<file path="src/rtl/axi4_mgr_pkg.sv">
// Shared types for the AXI4 manager job arbiter: FSM states, direction bit
// indices into the two-bit manager req/done vectors, and the stored job record.
// Holds no logic of its own.
package axi4_mgr_pkg;

    typedef enum logic [2:0] {
        ST_IDLE  = 3'd0,
        ST_ISSUE = 3'd1,
        ST_WAIT  = 3'd2,
        ST_RESP  = 3'd3,
        ST_DRAIN = 3'd4
    } state_e;

    // Bit positions inside mgr_req_o / mgr_done_i.
    localparam int DIR_WR = 0;
    localparam int DIR_RD = 1;

    // The job record is sized for the widest supported instance; each
    // instance zero-extends its own address/count into it and slices back out.
    localparam int JOB_ADDR_MAX_W  = 64;
    localparam int JOB_COUNT_MAX_W = 32;

    typedef struct packed {
        logic                       we;
        logic [JOB_ADDR_MAX_W-1:0]  addr;
        logic [JOB_COUNT_MAX_W-1:0] count;
    } job_t;

    // One-hot manager request vector for a job direction.
    function automatic logic [1:0] dir_mask(input logic we);
        logic [1:0] m;
        m = 2'b00;
        if (we) begin
            m[DIR_WR] = 1'b1;
        end else begin
            m[DIR_RD] = 1'b1;
        end
        return m;
    endfunction

endpackage

</file>
<file path="src/rtl/rr_arbiter.sv">
// Round-robin grant: first asserted request at or after ptr_i+1 (wrapping).
// Latency: purely combinational, grant valid in the same cycle as the request.
// Backpressure: none; the caller decides whether the grant is consumed.
// Ports: req_i request vector, ptr_i index of last winner, gnt_o one-hot grant.
module rr_arbiter #(
    parameter int NUM_REQ = 4,
    parameter int PTR_W   = 2
) (
    input  logic [NUM_REQ-1:0] req_i,
    input  logic [PTR_W-1:0]   ptr_i,
    output logic [NUM_REQ-1:0] gnt_o
);

    logic             found;
    logic [PTR_W-1:0] idx;

    // Walk the requesters starting just after the last winner so the
    // previous owner is considered last.
    always_comb begin
        gnt_o = '0;
        found = 1'b0;
        idx   = '0;
        for (int i = 1; i <= NUM_REQ; i++) begin
            idx = PTR_W'((int'(ptr_i) + i) % NUM_REQ);
            if (!found && req_i[idx]) begin
                gnt_o[idx] = 1'b1;
                found      = 1'b1;
            end
        end
    end

endmodule

</file>
<file path="src/rtl/axi4_mgr_arb.sv">
// Serialises per-requester read/write jobs onto one AXI4 manager job port.
// Latency: grant->mgr_req 1 cycle, mgr_done->done_o 1 cycle, zero-count job done 1 cycle after grant.
// Backpressure: job_ready_o only in IDLE; one job in flight, watchdog-timed jobs drain the late done.
// Ports: job_* requester side (valid/ready, we/addr/count), done_* completion back to owner,
//        mgr_* manager side (one-cycle req, held addr/count, done pulse + latched err), busy_o.
module axi4_mgr_arb
    import axi4_mgr_pkg::*;
#(
    parameter int NUM_REQ          = 4,
    parameter int AXI_ADDR_WIDTH   = 32,
    parameter int DATA_COUNT_WIDTH = 8,
    parameter int TIMEOUT_CYCLES   = 1024
) (
    input  logic                                          clk_i,
    input  logic                                          rstn_i,
    input  logic [NUM_REQ-1:0]                            job_valid_i,
    output logic [NUM_REQ-1:0]                            job_ready_o,
    input  logic [NUM_REQ-1:0]                            job_we_i,
    input  logic [NUM_REQ-1:0][AXI_ADDR_WIDTH-1:0]        job_addr_i,
    input  logic [NUM_REQ-1:0][DATA_COUNT_WIDTH-1:0]      job_count_i,
    output logic [NUM_REQ-1:0]                            done_o,
    output logic [1:0]                                    done_err_o,
    output logic                                          done_timeout_o,
    output logic [1:0]                                    mgr_req_o,
    output logic [AXI_ADDR_WIDTH-1:0]                     mgr_wr_addr_o,
    output logic [AXI_ADDR_WIDTH-1:0]                     mgr_rd_addr_o,
    output logic [DATA_COUNT_WIDTH-1:0]                   mgr_wr_count_o,
    output logic [DATA_COUNT_WIDTH-1:0]                   mgr_rd_count_o,
    input  logic [1:0]                                    mgr_done_i,
    input  logic [1:0]                                    mgr_wr_err_i,
    input  logic [1:0]                                    mgr_rd_err_i,
    output logic                                          busy_o
);

    localparam int PW  = $clog2(NUM_REQ);
    localparam int WDW = $clog2(TIMEOUT_CYCLES);
    localparam logic [WDW-1:0] WD_LAST = WDW'(TIMEOUT_CYCLES - 1);

    state_e               state_q;
    logic [PW-1:0]        ptr_q;
    job_t                 job_q;
    job_t                 job_d;
    logic [NUM_REQ-1:0]   grant_q;
    logic [WDW-1:0]       wdog_q;
    logic [1:0]           mgr_req_q;
    logic [NUM_REQ-1:0]   done_q;
    logic [1:0]           done_err_q;
    logic                 done_to_q;

    logic [NUM_REQ-1:0]   arb_gnt;
    logic [PW-1:0]        gnt_idx;
    logic                 act_done;
    logic [1:0]           act_err;

    rr_arbiter #(
        .NUM_REQ (NUM_REQ),
        .PTR_W   (PW)
    ) u_arb (
        .req_i   (job_valid_i),
        .ptr_i   (ptr_q),
        .gnt_o   (arb_gnt)
    );

    always_comb begin
        gnt_idx = '0;
        for (int i = 0; i < NUM_REQ; i++) begin
            if (arb_gnt[i]) begin
                gnt_idx = PW'(i);
            end
        end
    end

    // Job fields of the requester that would win this cycle.
    always_comb begin
        job_d = '0;
        for (int i = 0; i < NUM_REQ; i++) begin
            if (arb_gnt[i]) begin
                job_d.we    = job_we_i[i];
                job_d.addr  = JOB_ADDR_MAX_W'(job_addr_i[i]);
                job_d.count = JOB_COUNT_MAX_W'(job_count_i[i]);
            end
        end
    end

    // Only the active direction's done/err matter; the other pair is ignored.
    assign act_done = job_q.we ? mgr_done_i[DIR_WR] : mgr_done_i[DIR_RD];
    assign act_err  = job_q.we ? mgr_wr_err_i       : mgr_rd_err_i;

    always_ff @(posedge clk_i or negedge rstn_i) begin
        if (!rstn_i) begin
            state_q    <= ST_IDLE;
            ptr_q      <= PW'(NUM_REQ - 1);
            job_q      <= '0;
            grant_q    <= '0;
            wdog_q     <= '0;
            mgr_req_q  <= '0;
            done_q     <= '0;
            done_err_q <= '0;
            done_to_q  <= 1'b0;
        end else begin
            // Pulse outputs default low; each state raises them for one cycle.
            mgr_req_q  <= '0;
            done_q     <= '0;
            done_err_q <= '0;
            done_to_q  <= 1'b0;
            case (state_q)
                ST_IDLE: begin
                    if (|arb_gnt) begin
                        job_q   <= job_d;
                        grant_q <= arb_gnt;
                        ptr_q   <= gnt_idx;
                        if (job_d.count == '0) begin
                            // Nothing to move: complete without touching the manager.
                            state_q <= ST_RESP;
                            done_q  <= arb_gnt;
                        end else begin
                            state_q   <= ST_ISSUE;
                            mgr_req_q <= dir_mask(job_d.we);
                        end
                    end
                end
                ST_ISSUE: begin
                    state_q <= ST_WAIT;
                    wdog_q  <= '0;
                end
                ST_WAIT: begin
                    if (act_done) begin
                        state_q    <= ST_RESP;
                        done_q     <= grant_q;
                        done_err_q <= act_err;
                    end else if (wdog_q == WD_LAST) begin
                        state_q    <= ST_RESP;
                        done_q     <= grant_q;
                        done_err_q <= 2'b10;
                        done_to_q  <= 1'b1;
                    end else begin
                        wdog_q <= wdog_q + 1'b1;
                    end
                end
                ST_RESP: begin
                    // A timed-out job still owes a manager done; drain it unless
                    // it lands in this very cycle, which would otherwise be lost.
                    if (done_to_q && !act_done) begin
                        state_q <= ST_DRAIN;
                    end else begin
                        state_q <= ST_IDLE;
                    end
                end
                ST_DRAIN: begin
                    if (act_done) begin
                        state_q <= ST_IDLE;
                    end
                end
                default: state_q <= ST_IDLE;
            endcase
        end
    end

    // The stored record is wider than this instance's fields; the upper bits
    // are always zero and fold away.
    if (AXI_ADDR_WIDTH < JOB_ADDR_MAX_W) begin : g_addr_hi
        logic unused_addr_hi;
        assign unused_addr_hi = ^job_q.addr[JOB_ADDR_MAX_W-1:AXI_ADDR_WIDTH];
    end
    if (DATA_COUNT_WIDTH < JOB_COUNT_MAX_W) begin : g_count_hi
        logic unused_count_hi;
        assign unused_count_hi = ^job_q.count[JOB_COUNT_MAX_W-1:DATA_COUNT_WIDTH];
    end

    assign job_ready_o    = (state_q == ST_IDLE) ? arb_gnt : '0;
    assign done_o         = done_q;
    assign done_err_o     = done_err_q;
    assign done_timeout_o = done_to_q;
    assign mgr_req_o      = mgr_req_q;
    assign mgr_wr_addr_o  = job_q.addr[AXI_ADDR_WIDTH-1:0];
    assign mgr_rd_addr_o  = job_q.addr[AXI_ADDR_WIDTH-1:0];
    assign mgr_wr_count_o = job_q.count[DATA_COUNT_WIDTH-1:0];
    assign mgr_rd_count_o = job_q.count[DATA_COUNT_WIDTH-1:0];
    assign busy_o         = (state_q != ST_IDLE);

endmodule

</file>
<file path="config.mk">
export PLATFORM = sky130hd
export DESIGN_NAME = axi4_mgr_arb
export DESIGN_NICKNAME = d
export VERILOG_FILES = /design/src/rtl/axi4_mgr_pkg.sv /design/src/rtl/rr_arbiter.sv /design/src/rtl/axi4_mgr_arb.sv
export SDC_FILE = /design/constraint.sdc
export NUM_CORES = 1
export LEC_CHECK = 0
export ABC_AREA = 1
export CORE_ASPECT_RATIO = 0.7
export CORE_UTILIZATION = 36
export DETAILED_ROUTE_END_ITERATION = 16
export GPL_TIMING_DRIVEN = 1
export HOLD_SLACK_MARGIN = 0.12
export PLACE_DENSITY = 0.82
export SYNTH_ARGS = -nofsm -noshare
export SYNTH_HDL_FRONTEND = slang
export SYNTH_SLANG_ARGS = --single-unit
export TNS_END_PERCENT = 1
</file>
<file path="constraint.sdc">
create_clock -name clk_i -period 2.8 [get_ports clk_i]
set_input_delay 0.7 -clock clk_i [delete_from_list [all_inputs] [get_ports clk_i]]
set_output_delay 0.7 -clock clk_i [all_outputs]
set_load 0.02 [all_outputs]
</file>
==> impl_metrics.toml, run 1 <==
[run_status]
status = "finished with violations"
violations = "negative setup slack"

[worst_setup_path]
crit_path_end_kind = "primary output"
critical_path_class = "flip-flop to primary output"
crit_arrival_ns = 2.15
cp_max_fo = 4
start_kind = "flip-flop"
crit_required_ns = 2.10

[timing]
rsz0062_at_grt = "true"
tightest_slew_ns = 0.8878
fin_crit_sh_pct = 101.7
hold_viol_final = 0
fmax_ghz = 0.3511
finalCriticalPeriod_ns = 2.849
slew_viol_final = 0
setup_viol = 4
slew_headroom_pct = 40.81
fin_worst_skew_ns = 0.004988
whs_ns = 0.4924
fin_ws_ns = -0.04852
fin_tns_setup_ns = -0.1497

[power_and_ir_drop]
powerDensity_nw_per_um2 = 1565
clockPowerShare_pct = 9.9
netSwitchingPower_mw = 6.391
p_int_mw = 6.121
total_leakage_power_nw = 3.405
p_seq_share_pct = 13.7
comb_power_share_pct = 76.4
switching_share_pct = 51.08
ir_drop_mv = 0.8908

[yosys]
synth_edf_count = 0
syn_avg_cell_area_um2 = 7.208
synthCells = 707
yosys_warnings = 0
synth_seq_cells = 69
netlist_area_um2 = 5096
synth.distinct_cells = 36
synth_ff_type = "dfrtp_1"
async_reset_ff_share_pct = 100.0
synth_nets = 892
yosysSeqAreaShare_pct = 33.93

[routing]
drt_iter0_drc = 254
wirelength_um = 17440
vias_per_cell = 5.004
vias = 5469
drc = 0
wire_per_inst_um = 15.96
firstDrtPassIters = 5
postRouteAntennaNets = 0

[clock_tree]
clkLatencyLatePin_ns = 0.34
cts_tree = "built"
post_cts_buffers = 0
cts_buffer_depth = 2
clkTransAtPathRegs_ns = 0.06
cts_buffers = 9
clk_root_buffer_cell = "clkbuf_16"
cts_sinks = 69
holdBufCountCts = 0
h-tree-depth = 3

[placed_design]
hpwl_um = 13020
routabilityCongestion = 0.8661
placed_cell_area_um2 = 7523
io_buffers = 269
dp.cells = 1077

[global_routing]
antenna_found_initial = 0
grt_pass1_wl_um = 26500
grt_max_degree = 70
grtUsageTotal_pct = 23.78
grt-ovfl-total = 0
grt_pass1_vias = 5186

[finish]
final_cell_mix = "clkdlybuf4s50_1, nand2_1, o21ai_0"
fin_nets = 1088
utilization_pct = 59.27
final_common_cell = "clkdlybuf4s50_1"
fillCellCount = 1262
drive_above_1_share_pct = 11.56
fin_cells = 1093
area_growth_pct = 56.86
final_area_um2 = 7994
antenna_cells = 0

[die]
die_h_um = 101.5
dieArea_um2 = 14640
num_rows = 35
die_w_um = 144.2
pin_count = 270
coreArea_um2 = 13490
initial_core_util_pct = 37.78

[hold_path]
holdCritPathClass = "input port to async pin"

[run]
cap_violations = 0
==> per-layer routing <==
layer	routed length [um]	vias up	part of all wire, %	GRT usage (%)
met5	0	-	0	0
met4	392	0	2.2	8.664
met3	1469	27	8.4	5.957
met2	8092	257	46	39.13
met1	7484	2518	43	30.32
li1	-	2667	-	-
==> stage by stage <==
step                      total power, mW  setup slack, ns
after floorplan                     8.071         0.003622
after CTS                           12.25         -0.05365
after detailed placement            10.78          -0.6879
after global placement              10.61          -0.6163
final                               12.51         -0.04852
after global routing                13.63          -0.1504
==> critical path, stage by stage, from the launching register on <==
cell and delay [ns]:
dfstp_2 0.54, inv_2 0.05, ha_4 0.26, inv_4 0.08, nand3_4 0.08, buf_4 0.15, nand3_1 0.07, nand2_1 0.07
a21oi_2 0.15, nand2_4 0.08, inv_2 0.09, nor2_4 0.04, buf_6 0.14
==> Yosys cell counts (2+ instances only) <==
library cell / instances / area, um2
ha_1: 9 / 112.6
nand2_2: 5 / 31.28
inv_2: 4 / 15.01
nor3_1: 6 / 30.03
nand2_1: 133 / 499.2
nand3_2: 3 / 30.03
nor2_1: 27 / 101.4
or2_1: 2 / 12.51
o21ai_1: 38 / 190.2
buf_2: 19 / 95.09
nand2_4: 3 / 33.78
clkbuf_1: 12 / 45.04
nand3_4: 2 / 35.03
o22ai_1: 4 / 25.02
dfrtp_1: 67 / 1677
nor2_4: 2 / 22.52
nand3_1: 23 / 115.1
buf_4: 84 / 630.6
or2_2: 5 / 31.28
o21ai_0: 109 / 545.5
nor3b_1: 4 / 30.03
inv_1: 40 / 150.1
buf_6: 3 / 33.78
dfstp_2: 2 / 52.55
a21oi_1: 88 / 440.4
nor2_2: 2 / 12.51
inv_4: 2 / 12.51
==> power groups by stage <==
stage	Clock, mW	Sequential (mW)	Combinational (mW)
floorplan	0	1.68	6.39
global placement	0	1.71	8.90
detailed placement	0	1.73	9.06
CTS	1.28	1.72	9.25
global route	1.32	1.77	10.5
finish	1.24	1.72	9.56
==> layout make-up <==
type | count | area (um2) | share of cell area (%)
tap | 185 | 231.5 | 2.896
multi-input combinational | 474 | 2470 | 30.90
sequential | 69 | 1729 | 21.63
timing repair buffer | 303 | 3058 | 38.25
clock buffer | 11 | 242.7 | 3.036
inverter | 46 | 180.2 | 2.254
clock inverter | 5 | 82.58 | 1.033
==> repair_timing <==
action,in CTS,in global routing
gates resized for setup,47,25
hold endpoints to repair,0,0
pin swaps,10,7
setup endpoints to repair,58,59
==> flip-flops by register name (all words and copies together), names as in the netlist <==
name            cells
mgr_rd_count_o      8
mgr_rd_addr_o      32
grant_q             4
job_q               1
done_o              4
done_timeout_o      1
ptr_q               2
wdog_q             10
state_q             3
done_err_o          2
mgr_req_o           2
==> logic make-up after synthesis <==
group           share of synthesized area, %
compound gates                         24.60
simple gates                           19.45
buf+inv                                19.27
flops                                  33.93
fa+ha+maj                              2.210
xor+xnor                              0.3438
mux                                   0.1964
==> worst paths after layout <==
check	start	endpoint	slack, ns	depth (start not counted)
min reg2reg	wdog_q[0]$_DFFE_PN0P_	wdog_q[0]$_DFFE_PN0P_	0.51	1
min in group clk_i	wdog_q[0]$_DFFE_PN0P_	wdog_q[0]$_DFFE_PN0P_	0.51	1
max reg2reg	ptr_q[1]$_DFFE_PN1P_	done_o[3]$_DFF_PN0_	0.05	17
max	ptr_q[1]$_DFFE_PN1P_	job_ready_o[3]	-0.05	12
max in group asynchronous	rstn_i	mgr_rd_addr_o[11]$_DFFE_PN0P_	1.73	1
min	rstn_i	mgr_rd_addr_o[19]$_DFFE_PN0P_	0.49	1
Power figures use the tool's default switching activity.
==> run 2: changes to the inputs <==
TNS_END_PERCENT = 100   (was 1)
==> run 2 against run 1 <==
Against the previous run: the run still ends with negative setup slack left; sequential share of layout area shrank 0.19 points; maximum frequency decreased by 0.64%; wire length is 3.4% higher; power up 2.1%; worst hold slack worse by 0.0042 ns; setup slack lost 0.018 ns; final cell count rose by 0.27%; flip-flop and latch count did not move; critical endpoint is now job_ready_o[0]; largest power group unchanged; highest routed layer unchanged.
==> impl_metrics.toml, run 2 (same netlist as run 1, synthesis figures left out) <==
[run_status]
status = "finished with violations"
violations = "negative setup slack"

[die]
die_w_um = 144.2
num_rows = 35
initial_core_util_pct = 37.78
pin_count = 270
coreArea_um2 = 13490
dieArea_um2 = 14640
die_h_um = 101.5

[timing]
whs_ns = 0.4881
tightest_slew_ns = 0.8852
finalCriticalPeriod_ns = 2.867
fin_crit_sh_pct = 102.4
fin_worst_skew_ns = 0.004153
rsz0062_at_grt = "true"
fin_tns_setup_ns = -0.1809
setup_viol = 4
fin_ws_ns = -0.06698
fmax_ghz = 0.3488
slew_headroom_pct = 40.99
hold_viol_final = 0
slew_viol_final = 0

[placed_design]
routabilityCongestion = 0.8661
hpwl_um = 13020
io_buffers = 269

[routing]
vias = 5492
firstDrtPassIters = 5
drc = 0
wire_per_inst_um = 16.45
wirelength_um = 18030
postRouteAntennaNets = 0
vias_per_cell = 5.011
drt_iter0_drc = 298

[global_routing]
grtUsageTotal_pct = 23.75
gr-max-usage-layer = "met2"
grt_use_met3_pct = 6.005
grt_max_degree = 70
use_met2_pct = 38.98
grt_pass1_wl_um = 26480
grt-ovfl-total = 0
antenna_found_initial = 0
grt_pass1_vias = 5191
grt_use_met1_pct = 30.26

[worst_setup_path]
start_kind = "flip-flop"
critical_path_class = "flip-flop to primary output"
crit_arrival_ns = 2.17
cp_max_fo = 5
crit_required_ns = 2.10
crit_path_end_kind = "primary output"

[power_and_ir_drop]
powerDensity_nw_per_um2 = 1583
total_leakage_power_nw = 3.439
ir_drop_mv = 0.9514

[clock_tree]
clk_root_buffer_cell = "clkbuf_16"
clkLatencyLatePin_ns = 0.34
cts_tree = "built"
cts_buffer_depth = 2
clkTransAtPathRegs_ns = 0.06
cts_sinks = 69
holdBufCountCts = 0
h-tree-depth = 3
cts_buffers = 9

[finish]
largest_reg_flops = 32
area_growth_pct = 58.26
antenna_cells = 0
final_cell_mix = "clkdlybuf4s50_1, nand2_1, o21ai_0"
final_common_cell = "clkdlybuf4s50_1"
drive_above_1_share_pct = 11.75
utilization_pct = 59.80
fin_nets = 1091

[run]
cap_violations = 0

[hold_path]
holdCritPathClass = "input port to async pin"
run 2: cell types whose count changed in the layout (fill, tap and decap cells not counted):
cell	previous run	this run
nand3_2	4	3
clkbuf_16	9	11
inv_2	7	4
nor2_2	1	2
buf_6	8	7
buf_12	6	8
nand3_4	3	4
inv_1	36	37
buf_4	22	24
inv_4	3	5
buf_8	3	1
nor2_4	7	6
run 2: area by class of cell:
type	count	area, um2
clock buffer	11	242.7
clock inverter	5	82.58
fill	1253	5423
inverter	46	185.2
multi-input combinational	474	2472
sequential	69	1729
tap	185	231.5
timing repair buffer	306	3122
run 2: final timing paths:
kind	cells after the start	from	to	slack (ns)
worst min register to register	2	mgr_rd_addr_o[16]$_DFFE_PN0P_	mgr_rd_addr_o[16]$_DFFE_PN0P_	0.51
worst min-delay path	1	rstn_i	mgr_rd_addr_o[19]$_DFFE_PN0P_	0.49
worst max register to register	17	ptr_q[0]$_DFFE_PN1P_	done_o[3]$_DFF_PN0_	0
max in group asynchronous	1	rstn_i	mgr_rd_addr_o[11]$_DFFE_PN0P_	1.73
worst max-delay path	12	ptr_q[0]$_DFFE_PN1P_	job_ready_o[0]	-0.07
min in group clk_i	2	mgr_rd_addr_o[16]$_DFFE_PN0P_	mgr_rd_addr_o[16]$_DFFE_PN0P_	0.51
run 2: power breakdown:
| group | switching (mW) | internal [mW] |
|---|---|---|
| clock | 0.431 | 0.807 |
| combinational | 5.77 | 4.04 |
| sequential | 0.301 | 1.42 |
| total | 6.50 | 6.27 |
run 2: repair_timing:
action,4_1_cts,5_1_grt
setup buffers,1,0
pin swaps,10,8
resized for setup,49,25
endpoints found under the setup margin,58,55
hold endpoints to repair,0,0
cloned,0,2
run 2: worst max-delay path: stages (launching register included):
cell and delay, ns:
dfstp_2 0.55, inv_4 0.04, ha_4 0.26, inv_4 0.08, nand3_4 0.08, nand2_4 0.10
nand2_4 0.07, nor2_4 0.13, nand2_1 0.11, nand3_4 0.12, inv_4 0.05, nor2_4 0.10
buf_6 0.13
run 2: metal layers:
layer  up-vias  share of wire (%)
met2       248                 46
met1      2554                 44
met3        27                7.9
li1       2663                  -
met4         0                2.0
met5         -                  0
run 2: through the flow:
| stage | power (mW) | worst slack, ns | instance area, um2 | std cells |
|---|---|---|---|---|
| after floorplan | 8.071 | 0.003622 | 5131 | 707 |
| after global placement | 10.61 | -0.6163 | 7523 | 1077 |
| after detailed placement | 10.78 | -0.6879 | 7523 | 1077 |
| after CTS | 12.28 | -0.05288 | 7925 | 1094 |
| after global routing | 13.88 | -0.1709 | 8065 | 1096 |
| final | 12.77 | -0.06698 | 8065 | 1096 |
